**src/rtl/tcam_rule_install_ctrl_if.sv**
```systemverilog
// Bundle between the control plane, the lookup pipeline, the TCAM/action tables
// and the rule install controller.
//   slave  : controller side (takes requests and pipe_busy, drives table writes,
//            lookup_hold, completion and the install counter)
//   master : the surrounding logic / testbench side
//   req_*          : rule request (valid/ready, default flag, addr, key, mask, action)
//   pipe_busy      : lookup pipeline still holds an in-flight key
//   lookup_hold    : blocks new keys into the TCAM while an install runs
//   tcam_wr_*      : TCAM mask/key write port
//   action_wr_*    : action table write port plus default-action register write
//   done_valid/done_status : one-cycle completion pulse, 0 = ok, 1 = timeout
//   install_cnt    : wrapping count of successful installs
interface tcam_rule_install_ctrl_if #(
    parameter int unsigned KEY_W        = 128,
    parameter int unsigned ACTION_W     = 64,
    parameter int unsigned TCAM_ENTRIES = 16
);
    localparam int unsigned AW = (TCAM_ENTRIES > 1) ? $clog2(TCAM_ENTRIES) : 1;

    logic                req_valid;
    logic                req_ready;
    logic                req_default;
    logic [AW-1:0]       req_addr;
    logic [KEY_W-1:0]    req_key;
    logic [KEY_W-1:0]    req_mask;
    logic [ACTION_W-1:0] req_action;
    logic                pipe_busy;
    logic                lookup_hold;
    logic                tcam_wr_en;
    logic                tcam_wr_is_mask;
    logic [AW-1:0]       tcam_wr_addr;
    logic [KEY_W-1:0]    tcam_wr_data;
    logic                action_wr_en;
    logic                action_wr_default;
    logic [AW-1:0]       action_wr_addr;
    logic [ACTION_W-1:0] action_wr_data;
    logic [ACTION_W-1:0] action_default_data;
    logic                done_valid;
    logic                done_status;
    logic [15:0]         install_cnt;

    modport slave (
        input  req_valid, req_default, req_addr, req_key, req_mask, req_action, pipe_busy,
        output req_ready, lookup_hold,
        output tcam_wr_en, tcam_wr_is_mask, tcam_wr_addr, tcam_wr_data,
        output action_wr_en, action_wr_default, action_wr_addr, action_wr_data,
        output action_default_data, done_valid, done_status, install_cnt
    );

    modport master (
        output req_valid, req_default, req_addr, req_key, req_mask, req_action, pipe_busy,
        input  req_ready, lookup_hold,
        input  tcam_wr_en, tcam_wr_is_mask, tcam_wr_addr, tcam_wr_data,
        input  action_wr_en, action_wr_default, action_wr_addr, action_wr_data,
        input  action_default_data, done_valid, done_status, install_cnt
    );
endinterface

```
**src/rtl/tcam_rule_install_ctrl.sv**
```systemverilog
// Installs one TCAM rule (mask, key, action) or a default action without
// disturbing live lookups: it holds new keys off, waits for the lookup pipeline
// to drain for DRAIN_CYC consecutive idle cycles (bounded by TIMEOUT_CYC), then
// performs the table writes and reports completion.
// Ports:
//   clk : rising-edge clock
//   rst : asynchronous active-high reset
//   bus : tcam_rule_install_ctrl_if slave modport (request, pipe status,
//         table write ports, completion and install counter)
module tcam_rule_install_ctrl #(
    parameter int unsigned KEY_W        = 128,
    parameter int unsigned ACTION_W     = 64,
    parameter int unsigned TCAM_ENTRIES = 16,
    parameter int unsigned DRAIN_CYC    = 4,
    parameter int unsigned TIMEOUT_CYC  = 1023
) (
    input  logic                     clk,
    input  logic                     rst,
    tcam_rule_install_ctrl_if.slave  bus
);
    localparam int unsigned AW     = (TCAM_ENTRIES > 1) ? $clog2(TCAM_ENTRIES) : 1;
    localparam int unsigned IDLE_W = (DRAIN_CYC > 0) ? $clog2(DRAIN_CYC + 1) : 1;
    localparam int unsigned WAIT_W = $clog2(TIMEOUT_CYC + 1);

    typedef enum logic [2:0] {
        S_IDLE,
        S_HOLD,
        S_WR_MASK,
        S_WR_KEY,
        S_WR_ACT,
        S_DONE
    } state_e;

    state_e              state_q;
    logic                dflt_q;
    logic [AW-1:0]       addr_q;
    logic [KEY_W-1:0]    key_q;
    logic [KEY_W-1:0]    mask_q;
    logic [ACTION_W-1:0] action_q;
    logic [IDLE_W-1:0]   idle_cnt_q;
    logic [WAIT_W-1:0]   wait_cnt_q;

    logic drain_done_c;
    logic timeout_c;

    // Drain is complete once DRAIN_CYC consecutive idle cycles have been counted.
    assign drain_done_c = (idle_cnt_q == IDLE_W'(DRAIN_CYC));
    // Timeout fires on the edge that would make the wait count reach TIMEOUT_CYC.
    assign timeout_c    = (wait_cnt_q == WAIT_W'(TIMEOUT_CYC - 1));

    // Install sequencer; every output is a register set on the edge entering its state.
    always_ff @(posedge clk or posedge rst) begin
        if (rst) begin
            state_q                 <= S_IDLE;
            dflt_q                  <= 1'b0;
            addr_q                  <= '0;
            key_q                   <= '0;
            mask_q                  <= '0;
            action_q                <= '0;
            idle_cnt_q              <= '0;
            wait_cnt_q              <= '0;
            bus.req_ready           <= 1'b1;
            bus.lookup_hold         <= 1'b0;
            bus.tcam_wr_en          <= 1'b0;
            bus.tcam_wr_is_mask     <= 1'b0;
            bus.tcam_wr_addr        <= '0;
            bus.tcam_wr_data        <= '0;
            bus.action_wr_en        <= 1'b0;
            bus.action_wr_default   <= 1'b0;
            bus.action_wr_addr      <= '0;
            bus.action_wr_data      <= '0;
            bus.action_default_data <= '0;
            bus.done_valid          <= 1'b0;
            bus.done_status         <= 1'b0;
            bus.install_cnt         <= '0;
        end else begin
            // Strobes are single-cycle; addr/data keep their last value.
            bus.tcam_wr_en        <= 1'b0;
            bus.tcam_wr_is_mask   <= 1'b0;
            bus.action_wr_en      <= 1'b0;
            bus.action_wr_default <= 1'b0;
            bus.done_valid        <= 1'b0;

            case (state_q)
                S_IDLE: begin
                    if (bus.req_valid && bus.req_ready) begin
                        dflt_q          <= bus.req_default;
                        addr_q          <= bus.req_addr;
                        key_q           <= bus.req_key;
                        mask_q          <= bus.req_mask;
                        action_q        <= bus.req_action;
                        idle_cnt_q      <= '0;
                        wait_cnt_q      <= '0;
                        bus.req_ready   <= 1'b0;
                        bus.lookup_hold <= 1'b1;
                        state_q         <= S_HOLD;
                    end
                end

                S_HOLD: begin
                    // A drained pipe wins over a simultaneous timeout.
                    if (drain_done_c) begin
                        if (dflt_q) begin
                            bus.action_wr_default   <= 1'b1;
                            bus.action_default_data <= action_q;
                            state_q                 <= S_WR_ACT;
                        end else begin
                            bus.tcam_wr_en      <= 1'b1;
                            bus.tcam_wr_is_mask <= 1'b1;
                            bus.tcam_wr_addr    <= addr_q;
                            bus.tcam_wr_data    <= mask_q;
                            state_q             <= S_WR_MASK;
                        end
                    end else if (timeout_c) begin
                        bus.done_valid  <= 1'b1;
                        bus.done_status <= 1'b1;
                        state_q         <= S_DONE;
                    end else begin
                        wait_cnt_q <= wait_cnt_q + WAIT_W'(1);
                        idle_cnt_q <= bus.pipe_busy ? '0 : idle_cnt_q + IDLE_W'(1);
                    end
                end

                S_WR_MASK: begin
                    bus.tcam_wr_en   <= 1'b1;
                    bus.tcam_wr_data <= key_q;
                    state_q          <= S_WR_KEY;
                end

                S_WR_KEY: begin
                    bus.action_wr_en   <= 1'b1;
                    bus.action_wr_addr <= addr_q;
                    bus.action_wr_data <= action_q;
                    state_q            <= S_WR_ACT;
                end

                S_WR_ACT: begin
                    bus.done_valid  <= 1'b1;
                    bus.done_status <= 1'b0;
                    bus.install_cnt <= bus.install_cnt + 16'd1;
                    state_q         <= S_DONE;
                end

                S_DONE: begin
                    bus.req_ready   <= 1'b1;
                    bus.lookup_hold <= 1'b0;
                    state_q         <= S_IDLE;
                end

                default: begin
                    bus.req_ready   <= 1'b1;
                    bus.lookup_hold <= 1'b0;
                    state_q         <= S_IDLE;
                end
            endcase
        end
    end
endmodule

```
**src/flat_wrapper.sv**
```systemverilog
// flat-port wrapper written by rule: the top's interface ports become plain ports
module tcam_rule_install_ctrl_flat 
#(
    parameter int unsigned KEY_W        = 128,
    parameter int unsigned ACTION_W     = 64,
    parameter int unsigned TCAM_ENTRIES = 16,
    parameter int unsigned DRAIN_CYC    = 4,
    parameter int unsigned TIMEOUT_CYC  = 1023
)
  (clk, rst, bus_req_valid, bus_req_default, bus_req_addr, bus_req_key, bus_req_mask, bus_req_action, bus_pipe_busy, bus_req_ready, bus_lookup_hold, bus_tcam_wr_en, bus_tcam_wr_is_mask, bus_tcam_wr_addr, bus_tcam_wr_data, bus_action_wr_en, bus_action_wr_default, bus_action_wr_addr, bus_action_wr_data, bus_action_default_data, bus_done_valid, bus_done_status, bus_install_cnt);
  tcam_rule_install_ctrl_if #(.KEY_W(KEY_W), .ACTION_W(ACTION_W), .TCAM_ENTRIES(TCAM_ENTRIES)) bus_i ();
  input  logic clk;
  input  logic rst;
  input wire logic [$bits(bus_i.req_valid)-1:0] bus_req_valid;
  input wire logic [$bits(bus_i.req_default)-1:0] bus_req_default;
  input wire logic [$bits(bus_i.req_addr)-1:0] bus_req_addr;
  input wire logic [$bits(bus_i.req_key)-1:0] bus_req_key;
  input wire logic [$bits(bus_i.req_mask)-1:0] bus_req_mask;
  input wire logic [$bits(bus_i.req_action)-1:0] bus_req_action;
  input wire logic [$bits(bus_i.pipe_busy)-1:0] bus_pipe_busy;
  output wire logic [$bits(bus_i.req_ready)-1:0] bus_req_ready;
  output wire logic [$bits(bus_i.lookup_hold)-1:0] bus_lookup_hold;
  output wire logic [$bits(bus_i.tcam_wr_en)-1:0] bus_tcam_wr_en;
  output wire logic [$bits(bus_i.tcam_wr_is_mask)-1:0] bus_tcam_wr_is_mask;
  output wire logic [$bits(bus_i.tcam_wr_addr)-1:0] bus_tcam_wr_addr;
  output wire logic [$bits(bus_i.tcam_wr_data)-1:0] bus_tcam_wr_data;
  output wire logic [$bits(bus_i.action_wr_en)-1:0] bus_action_wr_en;
  output wire logic [$bits(bus_i.action_wr_default)-1:0] bus_action_wr_default;
  output wire logic [$bits(bus_i.action_wr_addr)-1:0] bus_action_wr_addr;
  output wire logic [$bits(bus_i.action_wr_data)-1:0] bus_action_wr_data;
  output wire logic [$bits(bus_i.action_default_data)-1:0] bus_action_default_data;
  output wire logic [$bits(bus_i.done_valid)-1:0] bus_done_valid;
  output wire logic [$bits(bus_i.done_status)-1:0] bus_done_status;
  output wire logic [$bits(bus_i.install_cnt)-1:0] bus_install_cnt;
  assign bus_i.req_valid = bus_req_valid;
  assign bus_i.req_default = bus_req_default;
  assign bus_i.req_addr = bus_req_addr;
  assign bus_i.req_key = bus_req_key;
  assign bus_i.req_mask = bus_req_mask;
  assign bus_i.req_action = bus_req_action;
  assign bus_i.pipe_busy = bus_pipe_busy;
  assign bus_req_ready = bus_i.req_ready;
  assign bus_lookup_hold = bus_i.lookup_hold;
  assign bus_tcam_wr_en = bus_i.tcam_wr_en;
  assign bus_tcam_wr_is_mask = bus_i.tcam_wr_is_mask;
  assign bus_tcam_wr_addr = bus_i.tcam_wr_addr;
  assign bus_tcam_wr_data = bus_i.tcam_wr_data;
  assign bus_action_wr_en = bus_i.action_wr_en;
  assign bus_action_wr_default = bus_i.action_wr_default;
  assign bus_action_wr_addr = bus_i.action_wr_addr;
  assign bus_action_wr_data = bus_i.action_wr_data;
  assign bus_action_default_data = bus_i.action_default_data;
  assign bus_done_valid = bus_i.done_valid;
  assign bus_done_status = bus_i.done_status;
  assign bus_install_cnt = bus_i.install_cnt;
  tcam_rule_install_ctrl #(.KEY_W(KEY_W), .ACTION_W(ACTION_W), .TCAM_ENTRIES(TCAM_ENTRIES), .DRAIN_CYC(DRAIN_CYC), .TIMEOUT_CYC(TIMEOUT_CYC)) u_core (.clk(clk), .rst(rst), .bus(bus_i));
endmodule
```
**config.mk**
```make
export PLATFORM = sky130hd
export DESIGN_NAME = tcam_rule_install_ctrl_flat
export DESIGN_NICKNAME = d
export VERILOG_FILES = /design/src/rtl/tcam_rule_install_ctrl_if.sv /design/src/rtl/tcam_rule_install_ctrl.sv /design/src/flat_wrapper.sv
export SDC_FILE = /design/constraint.sdc
export NUM_CORES = 2
export LEC_CHECK = 0
export BUFFER_PORTS_ARGS = -buffer_cell sky130_fd_sc_hd__buf_4
export CAP_MARGIN = 20
export CORE_AREA = 2 2 237 239
export DETAILED_ROUTE_END_ITERATION = 10
export DIE_AREA = 0 0 239 241
export GPL_TIMING_DRIVEN = 1
export PLACE_DENSITY = 0.69
export REMOVE_ABC_BUFFERS = 1
export SLEW_MARGIN = 30
export SYNTH_ARGS = -nofsm -noshare
export SYNTH_HDL_FRONTEND = slang
export SYNTH_SLANG_ARGS = --single-unit
```
**constraint.sdc**
```tcl
create_clock -name clk -period 18.8 [get_ports clk]
set_input_delay 1.88 -clock clk [delete_from_list [all_inputs] [get_ports clk]]
set_output_delay 1.88 -clock clk [all_outputs]
set_load 0.01 [all_outputs]
```
# After elaboration in Yosys (flattened, before gate mapping)
# Cells that the tools add are included.
# op_classes
n_addsub	3
reduce_logical	14
shift	0
magnitude_cmp	0
eq_ne	13
muxes	35
n_bitwise	2
div	0
multipliers	0
# ops
cell	count
$mux W128	2
$pmux W128 S2	1
$mux W10	3
$mux W3	8
$pmux W10 S2	1
$add A16 B1 Y16 const B	1
$pmux W3 S5	1
$mux W1	13
$reduce_and A3 Y1	4
$add A10 B1 Y10 const B	1
$eq A10 B10 Y1 const B	1
$pmux W1 S2	5
$eq A3 B2 Y1 const B	2
$eq A3 B3 Y1 const B	2
$ne A2 B1 Y1 const B	3
$ne A2 B2 Y1 const B	3
$pmux W3 S2	1
$reduce_and A2 Y1	3
$reduce_bool A2 Y1	3
$reduce_and A4 Y1	1
$reduce_or A4 Y1	1
$add A3 B1 Y3 const B	1
$eq A3 B1 Y1 const B	1
$logic_not A3 Y1	1
other kinds (3)	4
# totals
in_bits	329
mem_count	0
reg_bits	629
mem_bits_rw	0
output_inout_bits	288
mem_bits_ro	0
latchBits	0

# Longest topological paths before layout
# depth
word_depth	5
ltp_mapped	10
ltp_nobuf	7

# Worst setup path before layout
# Ideal clock, no wire load.
# synth_path
path_kind	input-to-reg
start	input bus_req_valid
end	register u_core.key_q[126]
t_required_ns	18.675
path_buffers	3
path_stages	6
t_arrival_ns	3.132
slack_ns	15.543
cell_sequence	nand2_1 nor4_1 buf_2 clkbuf_1 buf_2 mux2_2
# synth_via
elab_chain_len	2
# synth_lines
item	line_no	source
from (decl)	flat_wrapper.sv:14	input wire logic [$bits(bus_i.req_valid)-1:0] bus_req_valid;
$logic_and A1 B1 Y1	tcam_rule_install_ctrl.sv:86	if (bus.req_valid && bus.req_ready) begin
$reduce_and A2 Y1 (no source line)	n/a	
to (signal assigned)	tcam_rule_install_ctrl.sv:89	key_q <= bus.req_key;
to (decl)	tcam_rule_install_ctrl.sv:37	logic [KEY_W-1:0] key_q;
# Every way passes these cells.
# A chain may end at the register's enable or synchronous reset.

==> impl_metrics.env <==
export IMPL_status="finished, final reports clean"
export IMPL_combPwrFrac=0.202
export IMPL_cap_viol_max_count=0
export IMPL_min_path_type="reg -> reg"
export IMPL_ir_worst_vdd_v=0.0000927
export IMPL_crit_buf_inv=5
export IMPL_num_nets_final=2794
export IMPL_synth_top_area_frac=0.635
export IMPL_grt_total_usage=0.234
export IMPL_grt_overflow_total=0
export IMPL_fin_total_pwr_mw=4.19
export IMPL_slowest_delay_ns=0.72
export IMPL_n_fill_cell=4455
export IMPL_design_area_um2=32200
export IMPL_synthTopCellsByCount="dfrtp_1, mux2_2, nand3_1"
export IMPL_clk_insertion_delay_late_ns=0.61
export IMPL_ys_warn_count=0
export IMPL_yosys_most_used_dff="dfrtp_1"
export IMPL_die_height_um=241
export IMPL_hpwlAfterDp_um=46600
export IMPL_pin_count=617
export IMPL_hold_slack_ns=0.466
export IMPL_rsz0062_at_grt="false"
export IMPL_fin_setup_tns_ns=0
export IMPL_clock_path_buffers=3
export IMPL_cpMaxStageDelayCell="buf_6"
export IMPL_postSynth_asyncResetShare=1.00
export IMPL_drtPass1Iterations=5
export IMPL_cts_repair_resized=0
export IMPL_stdcell_count=3219
export IMPL_netlist_area_um2=24700
export IMPL_vias_per_cell=5.34
export IMPL_synth_seq_cells=629
export IMPL_place_area_um2=29900
export IMPL_antenna_left=0
export IMPL_synth_seq_area_share=0.636
export IMPL_clkPwrFrac=0.325
export IMPL_cts_hold_buf=0
export IMPL_seqPwrFrac=0.473
export IMPL_worst_hold_path_num_cells=2
export IMPL_synth_distinct_cells=44
export IMPL_synth_edf_count=0
export IMPL_clk_pin_slew_ns=0.06
export IMPL_yosysTopAreaCell="dfrtp_1"
export IMPL_worst_setup_path_type="in -> async"
export IMPL_p_leak_nw=17.0
export IMPL_drcViolationCount=0
export IMPL_setup_viol=0
export IMPL_powerDensity_nw_per_um2=130
export IMPL_worst_path_most_repeated_cell="buf_6"
export IMPL_drt_wirelength_per_cell_um=21.4
export IMPL_worst_slew_pin_slew_ns=1.03
export IMPL_synthMostInstantiatedCell="dfrtp_1"
export IMPL_htree_levels=3
export IMPL_postCtsSetupBuffers=0
export IMPL_cts_tree="built"
export IMPL_min_period_over_period=0.217
export IMPL_finClkSkew_ns=0.0235
export IMPL_core_area_um2=54900
export IMPL_worstSetupEndpointType="asynchronous set/reset pin"
export IMPL_drt_wl_total_um=69000
export IMPL_grt_max_degree=139
export IMPL_path_delay_family="buffers and inverters"
export IMPL_reg2regPathDepth=6
export IMPL_worstSetupStartpointType="primary input"
export IMPL_die_w_um=239
export IMPL_area_growth_pct=30.2
export IMPL_synthTopCellsByArea="dfrtp_1, mux2_2, nand3_1"
export IMPL_switchingPower_mw=1.15
export IMPL_die_area_um2=57600
export IMPL_grt_pass1_wl_um=104000
export IMPL_synth_cells=1875
export IMPL_dp_cells=3096
export IMPL_port_buffer_count=616
export IMPL_relSlewSlack=0.317
export IMPL_dp_slack_ns=13.39
export IMPL_hold_viol_final=0
export IMPL_final_util=0.587
export IMPL_rows=86
export IMPL_fmax_mhz=245
export IMPL_antenna_found_initial=10
export IMPL_clockRootBuffer="clkbuf_16"
export IMPL_crit_fanout=117
export IMPL_path_depth=5
export IMPL_required_ns=19.41
export IMPL_cell_internal_pwr_mw=3.04
export IMPL_grt_pass1_vias=17700
export IMPL_initialDrtViolationCount=984
export IMPL_avgSynthCellArea_um2=13.2
export IMPL_drv_slew=0
export IMPL_switching_share=0.275
export IMPL_arrival_ns=4.69
export IMPL_place_congestion=0.819
export IMPL_vias=17200
export IMPL_start_util=0.451
export IMPL_numCtsBuffers=66
export IMPL_drive_gt1_frac=0.485
export IMPL_clkSinkCount=629
export IMPL_cp_cell_sequence="buf_4, inv_8, buf_6, buf_6, buf_6"
export IMPL_timing_final_ws_setup_ns=14.73
export IMPL_finalCriticalPeriod_ns=4.07
cells in the final DEF, fill, tap and decap left out, types with 6 or more instances in the layout:
cell	Yosys	layout
buf_4	7	626
buf_6	2	7
bufinv_16	0	7
clkbuf_1	26	10
clkbuf_16	0	68
clkbuf_8	0	13
clkinv_2	0	15
dfrtp_1	628	628
inv_1	10	9
mux2_2	460	460
nand2_1	221	219
nand3_1	335	334
nand4_1	6	6
nor2_1	15	15
xnor2_1	7	7
xor2_1	8	8
worst paths after layout:
path,start,endpoint,slack [ns]
min,u_core.key_q[112]$_DFFE_PP0P_,u_core.bus.tcam_wr_data[112]$_DFFE_PP0P_,0.47
min in group asynchronous,rst,u_core.bus.action_wr_data[19]$_DFFE_PP0P_,1.44
min reg2reg,u_core.key_q[112]$_DFFE_PP0P_,u_core.bus.tcam_wr_data[112]$_DFFE_PP0P_,0.47
max reg2reg,u_core.state_q[1]$_DFFE_PP0P_,u_core.bus.tcam_wr_data[87]$_DFFE_PP0P_,14.96
max,rst,u_core.key_q[17]$_DFFE_PP0P_,14.73
max in group clk,u_core.state_q[1]$_DFFE_PP0P_,u_core.bus.tcam_wr_data[87]$_DFFE_PP0P_,14.96
sequential cells by signal, indices dropped and copies added, names as in the netlist, 3 cells and up:
name / count
u_core.state_q: 3
u_core.bus.action_wr_addr: 4
u_core.idle_cnt_q: 3
u_core.bus.action_wr_data: 64
u_core.key_q: 128
u_core.bus.install_cnt: 16
u_core.bus.tcam_wr_data: 128
u_core.mask_q: 128
u_core.bus.action_default_data: 64
u_core.bus.tcam_wr_addr: 4
u_core.action_q: 64
u_core.addr_q: 4
u_core.wait_cnt_q: 10
worst register-to-register path, stage by stage, from the launching register on:
cell and delay (ns):
dfrtp_1 0.56, or3b_4 0.50, or3_4 0.68, inv_4 0.77, buf_4 0.85, nand2_1 0.28
nand3_1 0.14
power groups by stage:
| stage | Combinational, mW | Clock (mW) | Sequential, mW |
|---|---|---|---|
| after floorplan | 0.532 | 0 | 1.98 |
| after global placement | 0.818 | 0 | 1.98 |
| after global routing | 0.920 | 1.45 | 2.03 |
| final | 0.845 | 1.36 | 1.98 |
| after CTS | 0.857 | 1.39 | 1.98 |
| after detailed placement | 0.853 | 0 | 2.00 |
kinds of logic (layout without fill, tap and decap cells):
kind of cell,count (synthesis),in the layout,synth area share
and+or+nand+nor,606,606,0.113
adders and majority gates,5,5,0.00253
buffers and inverters,129,766,0.0241
other,0,3,0
xor gates and xnor gates,15,15,0.00531
DFF,629,629,0.636
AOI/OAI and AO/OA,30,30,0.00905
muxes,461,461,0.210
routing by layer:
metal | vias to the layer above | global-route usage | wire length, um
met4 | 14 | 0.102 | 2570
met3 | 131 | 0.0940 | 7040
met2 | 627 | 0.374 | 33100
met1 | 8705 | 0.280 | 26200
li1 | 7706 | - | -
met5 | - | 0 | 97
area by class of cell:
type	instances	area, um2	area share
sequential	629	15700	0.488
antenna	3	7.51	0.000233
clock inverter	29	369	0.0115
tap	704	881	0.0273
multi-input combinational	1117	8450	0.262
timing repair buffer	635	4820	0.149
clock buffer	91	1920	0.0595
inverter	11	51.3	0.00159
No activity file was read; power rests on OpenSTA's default activity.
